===== src/rtl/uart_pkg.sv =====
// Shared UART definitions: receiver state encoding and the default baud divisor.
package uart_pkg;

  // 50 MHz core clock / 115200 baud, rounded down.
  localparam int unsigned UART_CLKS_PER_BIT_115200 = 434;

  // Receiver deframing states.
  typedef enum logic [2:0] {
    IDLE,
    START,
    DATA,
    STOP,
    BREAK
  } rx_state_e;

endpackage : uart_pkg


===== src/rtl/sync_2ff.sv =====
// Generic single-bit two-flop synchroniser for bringing an asynchronous level into clk.
module sync_2ff #(
  parameter logic RESET_VALUE = 1'b0
) (
  input  logic clk,
  input  logic rst,
  input  logic d,
  output logic q
);

  logic meta;

  // Two back-to-back flops; both reset to the line's idle level.
  always_ff @(posedge clk) begin
    if (rst) begin
      meta <= RESET_VALUE;
      q    <= RESET_VALUE;
    end else begin
      meta <= d;
      q    <= meta;
    end
  end

endmodule : sync_2ff


===== src/rtl/uart_rx.sv =====
// 8N1 serial receiver with a one-entry valid/ready holding register and
// single-cycle framing-error / overrun status pulses.
module uart_rx
  import uart_pkg::*;
#(
  parameter int unsigned CLKS_PER_BIT = UART_CLKS_PER_BIT_115200
) (
  input  logic       clk,
  input  logic       rst,
  input  logic       rx,
  output logic [7:0] data,
  output logic       data_valid,
  input  logic       data_ready,
  output logic       frame_err,
  output logic       overrun
);

  localparam int unsigned HALF  = CLKS_PER_BIT / 2;
  localparam int unsigned CNT_W = $clog2(CLKS_PER_BIT);

  // Start-bit confirm point (middle of the start bit) and end-of-bit point.
  localparam logic [CNT_W-1:0] CNT_HALF = CNT_W'(HALF - 1);
  localparam logic [CNT_W-1:0] CNT_LAST = CNT_W'(CLKS_PER_BIT - 1);
  localparam logic [CNT_W-1:0] CNT_ONE  = CNT_W'(1);

  logic             rx_s;
  rx_state_e        state;
  logic [CNT_W-1:0] cnt;
  logic [2:0]       bit_idx;
  logic [7:0]       sr;
  logic             accept;
  logic             can_load;

  sync_2ff #(
    .RESET_VALUE(1'b1)
  ) u_rx_sync (
    .clk(clk),
    .rst(rst),
    .d  (rx),
    .q  (rx_s)
  );

  // Handshake terms: consumer takes the byte, or the holding register can take a new one.
  always_comb begin
    accept   = data_valid & data_ready;
    can_load = ~data_valid | data_ready;
  end

  // Deframing FSM, bit timing, shift register and holding register.
  always_ff @(posedge clk) begin
    if (rst) begin
      state      <= IDLE;
      cnt        <= '0;
      bit_idx    <= '0;
      sr         <= '0;
      data       <= 8'h00;
      data_valid <= 1'b0;
      frame_err  <= 1'b0;
      overrun    <= 1'b0;
    end else begin
      frame_err <= 1'b0;
      overrun   <= 1'b0;
      // A delivery on this same edge overrides the clear below.
      if (accept) begin
        data_valid <= 1'b0;
      end

      unique case (state)
        IDLE: begin
          if (!rx_s) begin
            state <= START;
            cnt   <= '0;
          end
        end

        START: begin
          if (cnt == CNT_HALF) begin
            cnt <= '0;
            if (!rx_s) begin
              state   <= DATA;
              bit_idx <= '0;
            end else begin
              // Line went back high before mid-bit: treat as a glitch.
              state <= IDLE;
            end
          end else begin
            cnt <= cnt + CNT_ONE;
          end
        end

        DATA: begin
          if (cnt == CNT_LAST) begin
            cnt <= '0;
            sr  <= {rx_s, sr[7:1]};
            if (bit_idx == 3'd7) begin
              state <= STOP;
            end else begin
              bit_idx <= bit_idx + 3'd1;
            end
          end else begin
            cnt <= cnt + CNT_ONE;
          end
        end

        STOP: begin
          if (cnt == CNT_LAST) begin
            cnt <= '0;
            if (rx_s) begin
              state <= IDLE;
              if (can_load) begin
                data       <= sr;
                data_valid <= 1'b1;
              end else begin
                overrun <= 1'b1;
              end
            end else begin
              frame_err <= 1'b1;
              state     <= BREAK;
            end
          end else begin
            cnt <= cnt + CNT_ONE;
          end
        end

        BREAK: begin
          // Hold off until the line idles so a held-low line cannot retrigger.
          if (rx_s) begin
            state <= IDLE;
          end
        end

        default: begin
          state <= IDLE;
        end
      endcase
    end
  end

endmodule : uart_rx


===== config.mk =====
export PLATFORM = sky130hd
export DESIGN_NAME = uart_rx
export DESIGN_NICKNAME = d
export VERILOG_FILES = /design/src/rtl/uart_pkg.sv /design/src/rtl/sync_2ff.sv /design/src/rtl/uart_rx.sv
export SDC_FILE = /design/constraint.sdc
export NUM_CORES = 1
export LEC_CHECK = 0
export ABC_AREA = 1
export CAP_MARGIN = 40
export CORE_UTILIZATION = 50
export CTS_CLUSTER_DIAMETER = 50
export CTS_CLUSTER_SIZE = 30
export DETAILED_ROUTE_END_ITERATION = 7
export PLACE_DENSITY = 0.7
export SYNTH_ARGS = -nofsm -noshare
export SYNTH_HDL_FRONTEND = slang
export SYNTH_SLANG_ARGS = --single-unit

===== constraint.sdc =====
create_clock -name clk -period 2.45 [get_ports clk]
set_clock_uncertainty 0.05 [all_clocks]
set_input_delay 0.6125 -clock clk [delete_from_list [all_inputs] [get_ports clk]]
set_output_delay 0.6125 -clock clk [all_outputs]
set_load 0.03 [all_outputs]

==> results.yml <==
detailed_routing:
  ant_nets: 0
  first_pass_iters: 4
  vias: 1475
  wl_per_cell_um: 9.89
  vias_per_cell: 4.64
  drt_iter0_drc: 73
  routed_wl_um: 3140
  remaining_drc_errors: 0
worst_setup_path:
  cp_data_required_time_ns: 1.79
  worstSetupPathType: "reg2out"
  end_kind: "output port"
  path_cells: "clkdlybuf4s50_1"
  cp_num_buf_inv: 1
  reg2reg_from: "cnt[1]$_SDFFE_PP0P_"
  slowest_stage: "clkdlybuf4s50_1"
  start_kind: "register"
  cpPeakStageDelay_ns: 0.68
  worstPathArrival_ns: 1.41
  crit_start: "data_valid$_SDFF_PP0_"
  worst-r2r-cell-count: 9
  r2r_slack_ns: 0.80
  rr_endpoint: "cnt[6]$_SDFFE_PP0P_"
  critPathCapture: "data_valid"
  path_depth: 1
  worst-path-max-fanout: 3
  crit_family: "buffers and inverters"
finish:
  drive_above_1_share_pct: 9.19
  area_delta_synth_final_pct: 14.3
  final_util_pct: 60.1
  layout.nets: 280
  n_antenna_cell: 0
  final_cells: 318
  finish.instance_area_mm2: 0.00200
sta:
  hold_violations: 0
  tightest_slew_ns: 0.437
  setup_slack_ns: 0.378
  hold_ws_ns: 0.374
  grt_setup_unrepaired: "false"
  finalCritPeriodShare_pct: 84.6
  fmax_mhz: 483
  min_period_ns: 2.07
  max_slew_margin_pct: 70.8
  finalSetupTns_ns: 0
  setup-violations-final: 0
  drv_slew: 0
yosys:
  synth_ff_type: "dfxtp_1"
  syn_inst: 254
  syn_area_per_cell_um2: 6.91
  ys_types: 26
  synth_area_leaders: "dfxtp_1 41%, nand2_1 12%, inv_1 8.8%"
  yosysTopAreaCell: "dfxtp_1"
  netlist_area_mm2: 0.00175
  synth_edf_count: 0
  synth_top_area_share_pct: 41.1
  synth-seq-area-share_pct: 41.1
  syn-num-nets: 263
  ys_warn_count: 0
  synth_seq_cells: 36
  async_flop_share_pct: 0
cts:
  cts_hold_buf: 0
  clkLatencyLatePin_ns: 0.34
  clk_path_buf_depth: 2
  post_cts_buffers: 0
  cts.htree.levels: 2
  cts_resized: 0
  cts_made_buffers: 5
  cts_tree: "built"
  clk_pin_slew_ns: 0.11
  root_buffer: "clkbuf_4"
  cts.sinks: 36
global_routing:
  grt_pass1_wl_um: 5220
  grt_max_degree: 20
  antenna_found_initial: 0
  grt_pass1_vias: 1186
  grt_overflow: 0
  grt_use_total_pct: 19.2
placement:
  dp.cells: 310
  post-place-ws_ns: 0.396
  placement.io_buffers: 14
  gp_congestion: 0.859
  placed_area_mm2: 0.00192
  place_hpwl_um: 2330
power:
  ir_worst_vdd_v: 0.000369
  power_mw: 1.49
  powerDensity_mw_per_mm2: 743
  p_leak_nw: 0.823
floorplanning:
  core_mm2: 0.00334
  start_util_pct: 52.6
  dieHeight_um: 61.2
  num_rows: 21
  dieArea_mm2: 0.00375
  ios: 15
  chipWidth_um: 61.2
worst_hold_path:
  min_path_type: "reg2reg"
run:
  drv_cap: 0
status:
  status: "finished, final reports clean"
==> placed cells by master, fill, tap and decap left out, drive strengths merged <==
master / netlist / final
nand2: 59 / 59
inv: 44 / 44
nor2: 41 / 41
dfxtp: 36 / 36
o21ai: 19 / 19
a21oi: 18 / 18
clkdlybuf4s50: 0 / 14
nand3: 14 / 14
ha: 5 / 5
clkbuf: 2 / 5
or2: 4 / 4
nand4: 3 / 3
xor2: 2 / 2
clkinv: 1 / 2
nor3: 2 / 2
nor4: 1 / 1
clkinvlp: 0 / 1
bufinv: 0 / 1
buf: 3 / 1
==> state kept, by name (all words and copies together) (netlist names) <==
name            count
u_rx_sync.meta      1
cnt                 9
data                8
data_valid          1
u_rx_sync.q         1
bit_idx             3
state               3
frame_err           1
overrun             1
sr                  8
==> cell type report <==
class	instances	area [um^2]
fillers	349	1330
multi-input cells	168	828
flip-flops and latches	36	721
inverters	45	170
repair buffers	15	148
well taps	46	57.6
clock inverters	3	42.5
clock buffers	5	37.5
==> power breakdown <==
| part | switching, mW | leakage (nW) | internal (mW) |
|---|---|---|---|
| Combinational | 0.275 | 0.490 | 0.136 |
| Clock | 0.201 | 0.0412 | 0.213 |
| Sequential | 0.0440 | 0.291 | 0.621 |
| Total | 0.519 | 0.823 | 0.969 |
==> synth_stat cells (all sizes together) (3+ instances only) <==
cell	n
a21oi	18
dfxtp	36
buf	3
ha	5
nand3	14
or2	4
o21ai	19
nand4	3
nor2	41
inv	44
nand2	59
==> logic make-up after synthesis <==
family,after synthesis,share of synthesized area (%)
AND/OR/NAND/NOR,124,31.2
XOR/XNOR,2,0.999
buffers and inverters,50,11.7
AO/OA/AOI/OAI,37,11.4
flip-flops,36,41.1
adder cells (fa/ha/maj),5,3.57
==> routing by layer <==
layer	vias to the layer above	part of all wire, %	GRT usage, %
li1	820	-	-
met1	627	52	26.3
met2	23	43	28.4
met3	5	3.6	6.30
met4	0	1.4	6.82
met5	-	0	0
==> worst min path at each step <==
| stage | endpoint | start | cells after the start | slack (ns) |
|---|---|---|---|---|
| after global placement | u_rx_sync.q$_SDFF_PP1_ | u_rx_sync.meta$_SDFF_PP1_ | 1 | 0.34 |
| final | u_rx_sync.q$_SDFF_PP1_ | u_rx_sync.meta$_SDFF_PP1_ | 1 | 0.37 |
| after detailed placement | u_rx_sync.q$_SDFF_PP1_ | u_rx_sync.meta$_SDFF_PP1_ | 1 | 0.34 |
| after global routing | u_rx_sync.q$_SDFF_PP1_ | u_rx_sync.meta$_SDFF_PP1_ | 1 | 0.40 |
| after CTS | u_rx_sync.q$_SDFF_PP1_ | u_rx_sync.meta$_SDFF_PP1_ | 1 | 0.37 |
| after floorplan | u_rx_sync.q$_SDFF_PP1_ | u_rx_sync.meta$_SDFF_PP1_ | 1 | 0.34 |
Power figures use the tool's default switching activity.
